--- src/rtl/vga_timing_receiver.sv ---
`default_nettype none
// ============================================================================
// Module   : vga_timing_receiver
// Purpose  : Rebuilds raster position from sampled hs/vs, measures line and
//            frame lengths, locks to the expected timing, emits de + colour.
// Revision : 1.0 - initial release
// ============================================================================
module vga_timing_receiver #(
  parameter int H_TOTAL     = 800,
  parameter int V_TOTAL     = 525,
  parameter int H_ACT_START = 144,
  parameter int H_ACTIVE    = 640,
  parameter int V_ACT_START = 35,
  parameter int V_ACTIVE    = 480,
  parameter int LOCK_FRAMES = 2
) (
  input  logic       clk,
  input  logic       reset,
  input  logic       pix_ce,
  input  logic       hs_in,
  input  logic       vs_in,
  input  logic       r_in,
  input  logic       g_in,
  input  logic       b_in,
  output logic [9:0] x,
  output logic [9:0] y,
  output logic       de,
  output logic       r,
  output logic       g,
  output logic       b,
  output logic       frame_start,
  output logic       locked,
  output logic [9:0] h_total,
  output logic [9:0] v_total,
  output logic       sync_err
);

  localparam logic [9:0] C_MAX     = 10'd1023;
  localparam logic [9:0] C_H_TOTAL = 10'(H_TOTAL);
  localparam logic [9:0] C_V_TOTAL = 10'(V_TOTAL);
  localparam logic [9:0] C_HA_LO   = 10'(H_ACT_START);
  localparam logic [9:0] C_HA_HI   = 10'(H_ACT_START + H_ACTIVE);
  localparam logic [9:0] C_VA_LO   = 10'(V_ACT_START);
  localparam logic [9:0] C_VA_HI   = 10'(V_ACT_START + V_ACTIVE);
  localparam logic [1:0] C_LOCK    = 2'(LOCK_FRAMES);

  typedef enum logic [1:0] {
    ST_SEARCH  = 2'd0,
    ST_MEASURE = 2'd1,
    ST_LOCKED  = 2'd2
  } state_t;

  logic [4:0] r_s1;       // {hs, vs, r, g, b}
  logic [4:0] r_s2;
  logic [1:0] r_s3;       // {hs, vs}
  logic [9:0] r_h_cnt;
  logic [9:0] r_v_cnt;
  logic       r_vs_pend;
  state_t     r_state;
  logic [1:0] r_good_cnt;
  logic       r_frame_ok;

  logic       w_hs_fall;
  logic       w_vs_fall;
  logic [9:0] w_h_len;
  logic [9:0] w_v_len;
  logic [9:0] w_hpos;
  logic [9:0] w_vpos;
  logic       w_frame_edge;
  logic       w_sat;
  logic       w_line_bad;
  logic       w_frame_bad;
  logic       w_de;
  logic [1:0] w_good_next;

  assign w_hs_fall    = r_s3[1] & ~r_s2[4];
  assign w_vs_fall    = r_s3[0] & ~r_s2[3];
  assign w_h_len      = (r_h_cnt == C_MAX) ? C_MAX : r_h_cnt + 10'd1;
  assign w_v_len      = (r_v_cnt == C_MAX) ? C_MAX : r_v_cnt + 10'd1;
  // A vs edge seen mid-line is held in vs_pend and takes effect at the next line start
  assign w_frame_edge = w_hs_fall & (w_vs_fall | r_vs_pend);
  assign w_hpos       = w_hs_fall ? 10'd0 : w_h_len;
  assign w_vpos       = w_hs_fall ? (w_frame_edge ? 10'd0 : w_v_len) : r_v_cnt;
  assign w_sat        = (w_hpos == C_MAX) | (w_vpos == C_MAX);
  assign w_line_bad   = w_hs_fall & (w_h_len != C_H_TOTAL);
  assign w_frame_bad  = w_frame_edge & (w_v_len != C_V_TOTAL);
  assign w_good_next  = r_good_cnt + 2'd1;
  assign w_de         = locked & (w_hpos >= C_HA_LO) & (w_hpos < C_HA_HI)
                               & (w_vpos >= C_VA_LO) & (w_vpos < C_VA_HI);

  always_ff @(posedge clk or posedge reset) begin
    if (reset) begin
      r_s1        <= 5'd0;
      r_s2        <= 5'd0;
      r_s3        <= 2'd0;
      r_h_cnt     <= 10'd0;
      r_v_cnt     <= 10'd0;
      r_vs_pend   <= 1'b0;
      h_total     <= 10'd0;
      v_total     <= 10'd0;
      x           <= 10'd0;
      y           <= 10'd0;
      de          <= 1'b0;
      r           <= 1'b0;
      g           <= 1'b0;
      b           <= 1'b0;
      frame_start <= 1'b0;
    end else begin
      frame_start <= 1'b0;
      if (pix_ce) begin
        r_s1    <= {hs_in, vs_in, r_in, g_in, b_in};
        r_s2    <= r_s1;
        r_s3    <= r_s2[4:3];
        r_h_cnt <= w_hpos;
        r_v_cnt <= w_vpos;
        if (w_hs_fall)
          r_vs_pend <= 1'b0;
        else if (w_vs_fall)
          r_vs_pend <= 1'b1;
        if (w_hs_fall)
          h_total <= w_h_len;
        if (w_frame_edge)
          v_total <= w_v_len;
        x           <= w_hpos;
        y           <= w_vpos;
        de          <= w_de;
        r           <= w_de & r_s2[2];
        g           <= w_de & r_s2[1];
        b           <= w_de & r_s2[0];
        frame_start <= (w_hpos == 10'd0) & (w_vpos == 10'd0);
      end
    end
  end

  always_ff @(posedge clk or posedge reset) begin
    if (reset) begin
      r_state    <= ST_SEARCH;
      r_good_cnt <= 2'd0;
      r_frame_ok <= 1'b0;
      locked     <= 1'b0;
      sync_err   <= 1'b0;
    end else begin
      sync_err <= 1'b0;
      if (pix_ce) begin
        case (r_state)
          ST_SEARCH: begin
            if (w_frame_edge) begin
              r_good_cnt <= 2'd0;
              r_frame_ok <= 1'b1;
              r_state    <= ST_MEASURE;
            end
          end
          ST_MEASURE: begin
            if (w_frame_edge) begin
              // The line closed by this edge is the last line of the frame
              r_frame_ok <= 1'b1;
              if (r_frame_ok & ~w_line_bad & ~w_frame_bad & ~w_sat) begin
                if (w_good_next == C_LOCK) begin
                  r_good_cnt <= 2'd0;
                  r_state    <= ST_LOCKED;
                  locked     <= 1'b1;
                end else begin
                  r_good_cnt <= w_good_next;
                end
              end else begin
                r_good_cnt <= 2'd0;
              end
            end else if (w_line_bad | w_sat) begin
              r_frame_ok <= 1'b0;
            end
          end
          ST_LOCKED: begin
            if (w_line_bad | w_frame_bad | w_sat) begin
              sync_err <= 1'b1;
              locked   <= 1'b0;
              r_state  <= ST_SEARCH;
            end
          end
          default: begin
            r_state <= ST_SEARCH;
            locked  <= 1'b0;
          end
        endcase
      end
    end
  end

endmodule
`default_nettype wire
--- config.mk ---
export PLATFORM = sky130hd
export DESIGN_NAME = vga_timing_receiver
export DESIGN_NICKNAME = d
export VERILOG_FILES = /design/src/rtl/vga_timing_receiver.sv
export SDC_FILE = /design/constraint.sdc
export NUM_CORES = 1
export LEC_CHECK = 0
export ABC_AREA = 0
export CAP_MARGIN = 20
export CORE_UTILIZATION = 30
export CTS_CLUSTER_DIAMETER = 200
export CTS_CLUSTER_SIZE = 24
export DETAILED_ROUTE_END_ITERATION = 6
export HOLD_SLACK_MARGIN = 0.08
export PLACE_DENSITY = 0.57
export SLEW_MARGIN = 25
export SYNTH_ARGS = -nofsm -noshare
export SYNTH_HDL_FRONTEND = slang
export SYNTH_SLANG_ARGS = --single-unit
--- constraint.sdc ---
create_clock -name clk -period 4.3 [get_ports clk]
set_input_delay 0.86 -clock clk [delete_from_list [all_inputs] [get_ports clk]]
set_output_delay 0.86 -clock clk [all_outputs]
set_load 0.005 [all_outputs]
* Word level (Yosys, flattened, before mapping)
Cells that the tools add are included. W data, S select, Z words.
Word-level totals: logic and storage cells 110, register bits after elaboration 65, bits of input ports 8, output and inout bits 47
Cells by class: add/subtract/negate cells 3, multiplexer cells 31, reductions and logical operators 12, $lt $le $gt $ge 4, eq/ne operators 15, bitwise logic cells 27
Operators by type and width (count):
- $mux W10 | 5
- $eq A10 B10 Y1 const B | 4
- $add A10 B1 Y10 const B | 2
- $logic_not A10 Y1 | 2
- $lt A10 B10 Y1 const B | 2
- $ne A10 B10 Y1 const B | 2
- $mux W2 | 9
- $and A1 B1 Y1 | 16
- $mux W1 | 13
- $reduce_and A6 Y1 | 2
- $ge A10 B6 Y1 const B | 1
- $ge A10 B8 Y1 const B | 1
- $ne A2 B2 Y1 const B | 5
- $reduce_and A4 Y1 | 2
- $not A1 Y1 | 6
- $pmux W2 S3 | 1
- $reduce_and A2 Y1 | 3
- $or A1 B1 Y1 | 5
- $eq A2 B2 Y1 const B | 2
- $pmux W2 S2 | 1
- $reduce_bool A2 Y1 | 2
- $ne A3 B3 Y1 const B | 1
- $pmux W1 S3 | 1
- $add A2 B1 Y2 const B | 1
- 3 further kinds | 3

* Longest topological paths before layout
Gate-level depths: netlist of the first run.
word-level depth 13, mapped depth 10, gate-level depth less buffers 8

* Worst setup path after synthesis of the first run
Ideal clock, no wire load.
path kind reg2reg, from reg r_h_cnt[0], to reg r_state[0], slack 1.699 ns, path buffers 1, stages on the path, launching flop included 9, data required time 4.176 ns, setup time 0.124 ns, period minus slack after synthesis 2.601 ns, arrival 2.477 ns, cells stage by stage dfrtp_1 ha_1 clkbuf_1 or4_4 a2111oi_2 nand3_1 o22ai_2 nand3_2 o31a_1
Between the ends: longest elaborated chain between the ends 10, elaborated cells on any way between the ends 18, those cells by class add/sub: 1; eq/ne: 5; mux: 2; bitwise: 9; reduce/logical: 1
RTL lines:
- from (decl) | RTL line 56 | logic [9:0] r_h_cnt;
- from (signal assigned) | RTL line 114 | r_h_cnt <= w_hpos;
- $add A10 B1 Y10 / $eq A10 B10 Y1 (equally long branches) | RTL line 78 | assign w_h_len = (r_h_cnt == C_MAX) ? C_MAX : r_h_cnt + 10'd1;
- $mux W10 * | RTL line 78
- $ne A10 B10 Y1 | RTL line 85 | assign w_line_bad = w_hs_fall & (w_h_len != C_H_TOTAL);
- $and A1 B1 Y1 | RTL line 85
- $not A1 Y1 | RTL line 157 | if (r_frame_ok & ~w_line_bad & ~w_frame_bad & ~w_sat) begin
- $and A1 B1 Y1 (3 in a row) | RTL line 157
- $ne A2 B2 Y1 (no source line)
- $reduce_and A6 Y1 (no source line) *
- to (signal assigned) | RTL line 150 | r_state <= ST_MEASURE;
- to (signal assigned) | RTL line 160 | r_state <= ST_LOCKED;
- to (signal assigned) | RTL line 176 | r_state <= ST_SEARCH;
- to (decl) | RTL line 59 | state_t r_state;
Mark *: on every way between the ends. The rest lies on a longest branch, timed or not. A chain may end at the register's enable or synchronous reset.

* Worst setup path in the final report of the first run
from reg r_v_cnt[0], to reg r_frame_ok
Between the ends: longest elaborated chain between the ends 9, elaborated cells on any way between the ends 10, those cells by class add/sub: 1; eq/ne: 3; mux: 3; bitwise: 2; reduce/logical: 1
RTL lines:
- from (decl) | RTL line 57 | logic [9:0] r_v_cnt;
- from (signal assigned) | RTL line 115 | r_v_cnt <= w_vpos;
- $add A10 B1 Y10 / $eq A10 B10 Y1 (equally long branches) | RTL line 79 | assign w_v_len = (r_v_cnt == C_MAX) ? C_MAX : r_v_cnt + 10'd1;
- $mux W10 | RTL line 79
- $mux W10 | RTL line 83 | assign w_vpos = w_hs_fall ? (w_frame_edge ? 10'd0 : w_v_len) : r_v_cnt;
- $mux W10 * | RTL line 83
- $eq A10 B10 Y1 * | RTL line 84 | assign w_sat = (w_hpos == C_MAX) | (w_vpos == C_MAX);
- $or A1 B1 Y1 * | RTL line 84
- $or A1 B1 Y1 * | RTL line 168 | end else if (w_line_bad | w_sat) begin
- $ne A3 B3 Y1 (no source line) *
- $reduce_and A4 Y1 (no source line) *
- to (signal assigned) | RTL line 139 | r_frame_ok <= 1'b0;
- to (signal assigned) | RTL line 156 | r_frame_ok <= 1'b1;
- to (signal assigned) | RTL line 169 | r_frame_ok <= 1'b0;
- to (decl) | RTL line 61 | logic r_frame_ok;
Marks and branches as above.

==> impl_metrics.py, run 1 <==
metrics = {
    "grt": {
        "grt_start_max_net_pins": 29,
        "overflow": 0,
        "number_of_global_route_vias_before_repair": 3286,
        "wire_length_of_the_first_global_routing_pass_um": 17590,
        "grt_antenna_before_repair": 0,
        "grtUsageTotal_pct": 17.30,
    },
    "critical_path": {
        "worst_setup_path_end_kind": "flip-flop",
        "crit_arrival_ns": 3.34,
        "timing_worst_setup_path_type": "reg -> reg",
        "crit_path_cell_trace": "ha_1 -> nand3_1 -> o21a_4 -> a2111oi_4 -> nand4_1 -> or4b_4 -> a211oi_2 -> o22ai_1",
        "worst_r2r_path_depth": 8,
        "critical_path_peak_fanout": 17,
        "timing.rr.end": "r_frame_ok",
        "worst_r2r_startpoint": "r_v_cnt[0]",
        "critPathLaunchType": "flip-flop",
        "cpPeakStageDelay_ns": 0.60,
        "critical_path.slowest_cell": "ha_1",
        "worst_ep_required_time_ns": 4.50,
        "r2r_setup_slack_ns": 1.16,
        "cp-endpoint": "r_frame_ok",
        "crit_path_start": "r_v_cnt[0]",
    },
    "power": {
        "totalPowerFinal_mw": 2.234,
        "pwr_density_cell_nw_per_um2": 471.6,
        "leakage_nw": 1.838,
        "clock_power_share_pct": 32.5,
        "vdd.ir_drop.worst_v": 0.0002273,
        "switching_share_pct": 33.42,
        "internal_power_mw": 1.488,
        "seq_power_share_pct": 39.5,
        "share_comb_of_total_power_pct": 28.0,
        "total_switching_power_mw": 0.7465,
    },
    "die": {
        "row_cnt": 40,
        "die-width_um": 114.7,
        "die-area_sq_um": 13150,
        "die-height_um": 114.7,
        "ioPinCount": 55,
        "initial_cell_density_of_the_core_pct": 31.18,
        "floorplan.core_area_sq_um": 12210,
    },
    "synthesis": {
        "synth.cell_area_sq_um": 3807,
        "synth_seq_area_share_pct": 42.72,
        "synth_warnings": 0,
        "dominantRegCellSynth": "dfrtp_1",
        "synthesis.instances": 418,
        "synth.top_cells.by_area": "dfrtp_1, nand2_1, o21ai_0",
        "synth_top_cell_by_area": "dfrtp_1",
        "synthesis.nets": 428,
        "synth-edff-count": 0,
        "synth_cell_types": 67,
        "ys_ff_latch": 65,
        "synth.top_cell.area_share_pct": 42.72,
        "post_synth.cell_area_avg_sq_um": 9.109,
        "postSynth.asyncResetShare_pct": 100.0,
    },
    "clock_tree": {
        "h-tree-depth": 3,
        "clock_tree.buffer_depth": 2,
        "tritoncts": "yes",
        "cts_hold_buffers": 0,
        "cts.sinks": 65,
        "cts_resized": 0,
        "worst_skew_pair.late_latency_ns": 0.33,
        "post-cts-setup-buffer-count": 0,
        "cts.reportedPaths.clkPinSlew_ns": 0.06,
        "cts.root.buffer_cell": "clkbuf_16",
        "cts-buffers-inserted": 9,
    },
    "run": {
        "max_cap_viol_count": 0,
    },
    "final_layout": {
        "post-route-util_pct": 38.79,
        "post-route-cell-area_sq_um": 4737,
        "diodes": 0,
        "finalNetCount": 465,
        "fillCellCount": 1250,
        "syn_to_final_growth_pct": 24.42,
        "post_route_cells_drive_above_1_share_pct": 11.30,
    },
    "timing": {
        "rsz0062_at_grt": "no",
        "max_freq_mhz": 318.4,
        "final_critical_path_time_including_i_o_delays_and_setup_ns": 3.141,
        "timing.slew.headroom_pct": 48.54,
        "fin_tns_setup_ns": 0,
        "period_share_pct": 73.04,
        "final-setup-viol-count": 0,
        "layout_setup_ws_ns": 1.159,
        "finalMaxSlewViolations": 0,
        "worst-slew-pin-transition_ns": 0.7691,
        "timing.final.hold_violations": 0,
        "skew_final_ns": 0.008103,
    },
    "hold_path": {
        "hold_class": "reg -> reg",
    },
    "placed_design": {
        "detailed_place_hpwl_um": 7647,
        "pre_cts_slack_ns": 1.161,
        "number_of_buffers_added_on_ports": 54,
        "total_placed_instance_area_sq_um": 4433,
        "gp_congestion": 0.9185,
    },
    "drt": {
        "post_drt_via_cell_ratio": 5.484,
        "wirelength_um": 10650,
        "drc": 0,
        "post_drt_wl_per_cell_um": 16.96,
        "postRouteAntennaNets": 0,
        "dr_total_vias": 3444,
        "dr.first_iter.drc_count": 362,
        "drt_pre_antenna_iters": 5,
    },
    "run_status": {
        "status": "completed",
    },
}
## layout by cell type, fill, tap and decap left out, types with 3 or more instances in the layout
master and instances:
a211oi_1 5, a211oi_2 3, a21oi_1 27, a22o_1 3, a31oi_1 6, a32oi_1 5
and3_1 5, and4_1 5, buf_4 6, clkbuf_16 9, clkdlybuf4s50_1 54, dfrtp_1 65
inv_1 7, mux2_2 12, mux2i_1 4, nand2_1 52, nand2b_1 6, nand3_1 15
nand4_1 10, nand4b_1 4, nor2_1 26, nor2b_1 4, nor3_1 9, nor4_1 3
o211ai_1 6, o21a_1 5, o21ai_0 35, o21ai_1 4, o22ai_1 4, o2bb2ai_1 3
xnor2_1 5, xor2_1 3
## cell type report
| class | instances | area (sq um) | area share, % |
|---|---|---|---|
| Multi-Input combinational cell | 309 | 1977 | 41.73 |
| Clock inverter | 6 | 67.56 | 1.426 |
| Sequential cell | 65 | 1627 | 34.34 |
| Timing Repair Buffer | 61 | 593.1 | 12.52 |
| Inverter | 9 | 33.78 | 0.7132 |
| Clock buffer | 10 | 229.0 | 4.834 |
| Tap cell | 168 | 210.2 | 4.437 |
## metrics by stage
stage	hold WS, ns	instances
CTS	0.4896	627
floorplan	0.4590	418
global placement	0.4697	611
finish	0.4827	628
detailed placement	0.4682	611
global route	0.5072	628
## how the worst min path moves through the flow
| stage | start | end | slack (ns) | depth (start not counted) |
|---|---|---|---|---|
| floorplan | r_s2[0] | b | 0.46 | 1 |
| global placement | r_s2[0] | b | 0.47 | 1 |
| detailed placement | de | de | 0.47 | 1 |
| CTS | h_total[4] | h_total[4] | 0.49 | 2 |
| global route | de | de | 0.51 | 1 |
| finish | v_total[1] | v_total[1] | 0.48 | 2 |
## cell families (layout without fill, tap and decap cells)
kind of cell | count (synthesis) | after routing | synth area share [%]
AO/OA/AOI/OAI | 129 | 129 | 23.30
XOR/XNOR | 8 | 8 | 1.840
adder cells (fa/ha/maj) | 2 | 2 | 0.6571
buffers and inverters | 44 | 86 | 5.357
flip-flops | 65 | 65 | 42.72
multiplexers | 16 | 16 | 4.601
AND/OR/NAND/NOR | 154 | 154 | 21.52
## sequential cells by signal, indices dropped and copies added (netlist names), 2 cells and up
name        cells
h_total        10
r_good_cnt      2
r_h_cnt        10
r_s1            5
r_s2            5
r_s3            2
r_state         2
r_v_cnt        10
v_total        10
## critical path, delay by kind of cell, from the launching register on
family          cells  cell delay (ns)
fa+ha+maj           1             0.60
flops               1             0.50
simple gates        3             0.94
compound gates      4             0.95
## power by group through the flow
| stage | registers [mW] | logic [mW] | clock network, mW |
|---|---|---|---|
| 2_1_floorplan | 0.815 | 0.416 | 0 |
| 3_3_place_gp | 0.886 | 0.627 | 0 |
| 3_5_place_dp | 0.891 | 0.624 | 0 |
| 4_1_cts | 0.881 | 0.624 | 0.743 |
| 5_1_grt | 0.906 | 0.696 | 0.770 |
| 6_report | 0.882 | 0.625 | 0.727 |
## metal layers
layer / wire length, um / track usage, % / vias to the layer above
met4: 226 / 7.100 / 0
li1: - / - / 1615
met2: 4800 / 25.25 / 148
met3: 766 / 3.812 / 17
met1: 4858 / 24.62 / 1664
met5: 0 / 0 / -
## synthesized netlist by cell type, drive strengths merged (7+ instances only)
cell and number:
nand4 11, nand2b 7, clkbuf 19, a211oi 8, o21ai 39, nand3 16, mux2 12, buf 16
inv 8, nor3 9, nor2 26, a21oi 27, nand2 52, dfrtp 65
Power figures use the tool's default switching activity.
==> run 2, diff against run 1 <==
- PLACE_DENSITY: 0.57 -> 0.59
- clock period: 4.3 -> 2.6 ns (I/O delays scaled with it)
==> impl_metrics.py, run 2 (synthesized netlist as in run 1, its figures left out) <==
metrics = {
    "run_status": {
        "status": "completed",
    },
    "timing": {
        "max_freq_mhz": 398.2,
        "fin_tns_setup_ns": 0,
        "skew_final_ns": 0.005108,
        "timing.final.hold_violations": 0,
        "timing.slew.headroom_pct": 58.68,
        "finalMaxSlewViolations": 0,
        "final_critical_path_time_including_i_o_delays_and_setup_ns": 2.511,
        "final-setup-viol-count": 0,
        "rsz0062_at_grt": "no",
        "period_share_pct": 96.59,
        "worst-slew-pin-transition_ns": 0.6197,
    },
    "clock_tree": {
        "tritoncts": "yes",
        "cts.reportedPaths.clkPinSlew_ns": 0.05,
        "cts.root.buffer_cell": "clkbuf_16",
        "clock_tree.buffer_depth": 2,
        "worst_skew_pair.late_latency_ns": 0.33,
        "cts-buffers-inserted": 9,
        "h-tree-depth": 3,
        "cts.sinks": 65,
        "cts_hold_buffers": 0,
    },
    "critical_path": {
        "timing.rr.end": "r_state[0]",
        "worst_ep_required_time_ns": 2.82,
        "critPathLaunchType": "flip-flop",
        "worst_r2r_startpoint": "r_h_cnt[0]",
        "worst_r2r_path_depth": 7,
        "worst_setup_path_end_kind": "flip-flop",
        "cp-endpoint": "r_state[0]",
        "timing_worst_setup_path_type": "reg -> reg",
        "r2r_setup_slack_ns": 0.09,
        "crit_arrival_ns": 2.73,
        "critical_path_peak_fanout": 6,
        "crit_path_start": "r_h_cnt[0]",
    },
    "grt": {
        "wire_length_of_the_first_global_routing_pass_um": 18220,
        "grt_antenna_before_repair": 0,
        "grtUsageTotal_pct": 18.18,
        "overflow": 0,
        "grt_start_max_net_pins": 66,
        "number_of_global_route_vias_before_repair": 3357,
    },
    "final_layout": {
        "post-route-cell-area_sq_um": 5132,
        "most_common_library_cell_in_the_layout_ignoring_fill_and_taps": "dfrtp_1",
        "finalNetCount": 504,
        "post_route_cells_drive_above_1_share_pct": 20.28,
        "diodes": 0,
        "syn_to_final_growth_pct": 34.80,
        "layout_common_cells": "dfrtp_1, clkdlybuf4s50_1, nand2_1",
    },
    "drt": {
        "dr.first_iter.drc_count": 267,
        "post_drt_wl_per_cell_um": 16.99,
        "drc": 0,
        "highest_layer": "met4",
        "dr_total_vias": 3523,
        "postRouteAntennaNets": 0,
        "wl_met2_um": 5065,
        "wirelength_met1_um": 5611,
        "drt_pre_antenna_iters": 7,
        "met3_length_um": 466,
        "post_drt_via_cell_ratio": 5.290,
        "wirelength_um": 11320,
    },
    "placed_design": {
        "number_of_buffers_added_on_ports": 54,
        "total_placed_instance_area_sq_um": 4751,
        "gp_congestion": 0.8756,
        "detailed_place_hpwl_um": 8385,
    },
    "run": {
        "max_cap_viol_count": 0,
    },
    "power": {
        "vdd.ir_drop.worst_v": 0.0003150,
        "pwr_density_cell_nw_per_um2": 756.6,
        "leakage_nw": 2.069,
    },
    "die": {
        "die-height_um": 114.7,
        "die-area_sq_um": 13150,
        "ioPinCount": 55,
        "floorplan.core_area_sq_um": 12210,
        "row_cnt": 40,
        "initial_cell_density_of_the_core_pct": 31.18,
        "die-width_um": 114.7,
    },
    "hold_path": {
        "hold_class": "reg -> reg",
    },
}
==> run 2: changes by cell type in the layout (fill, tap and decap cells not counted), moves of 2 or more <==
cell and delta:
buf_4 +38, buf_12 +2, clkbuf_8 +2, clkinvlp_4 -2
dfrtp_1 -2, dfrtp_2 +2, nor3_1 -2, nor3_2 +2
==> run 2: metrics by stage <==
stage / total power, mW / utilization, % / worst slack [ns] / instances / hold WS, ns
3_5_place_dp: 2.630 / 38.90 / 0.08712 / 650 / 0.4597
4_1_cts: 3.877 / 41.33 / 0.07231 / 665 / 0.4715
2_1_floorplan: 2.037 / - / 0.009220 / 418 / 0.4590
6_report: 3.883 / 42.03 / 0.08872 / 666 / 0.4664
3_3_place_gp: 2.615 / 38.90 / 0.1073 / 650 / 0.4587
5_1_grt: 4.124 / 42.03 / 0.008022 / 666 / 0.4920
==> run 2: cell type report <==
type / instances / area, sq um
clock buffer: 12 / 256.5
clock inverter: 3 / 40.04
fill: 1248 / 7079
inverter: 9 / 33.78
multi-input combinational: 309 / 2052
sequential: 65 / 1629
tap: 168 / 210.2
timing repair buffer: 100 / 910.9
==> run 2: power by group <==
part | internal [mW] | switching [mW]
Combinational | 0.636 | 0.658
Clock | 0.785 | 0.432
Sequential | 1.20 | 0.171
Total | 2.62 | 1.26
==> run 2: how the worst min path moves through the flow <==
stage,slack (ns),from,depth (start not counted),to
6_report,0.47,h_total[8],2,h_total[8]
5_1_grt,0.49,h_total[8],2,h_total[8]
4_1_cts,0.47,h_total[8],2,h_total[8]
3_5_place_dp,0.46,h_total[8],2,h_total[8]
3_3_place_gp,0.46,h_total[8],2,h_total[8]
2_1_floorplan,0.46,r_s2[0],1,b
==> run 2: timing repair <==
item | CTS | global route
endpoints found under the setup margin | 0 | 11
gates resized for setup | 0 | 15
setup buffers | 0 | 1
==> run 2: routing by layer <==
layer | global-route usage [%] | up-vias
met5 | 0 | -
met4 | 6.494 | 0
met3 | 4.023 | 12
met2 | 26.83 | 89
met1 | 25.98 | 1730
li1 | - | 1692
==> run 2: worst max-delay path: stages, from the launching register on <==
cell and delay (ns):
dfrtp_1 0.39, ha_1 0.23, or4_4 0.51, a2111oi_2 0.40
nand3_1 0.15, o22ai_2 0.25, nand3_4 0.14, o31a_1 0.31
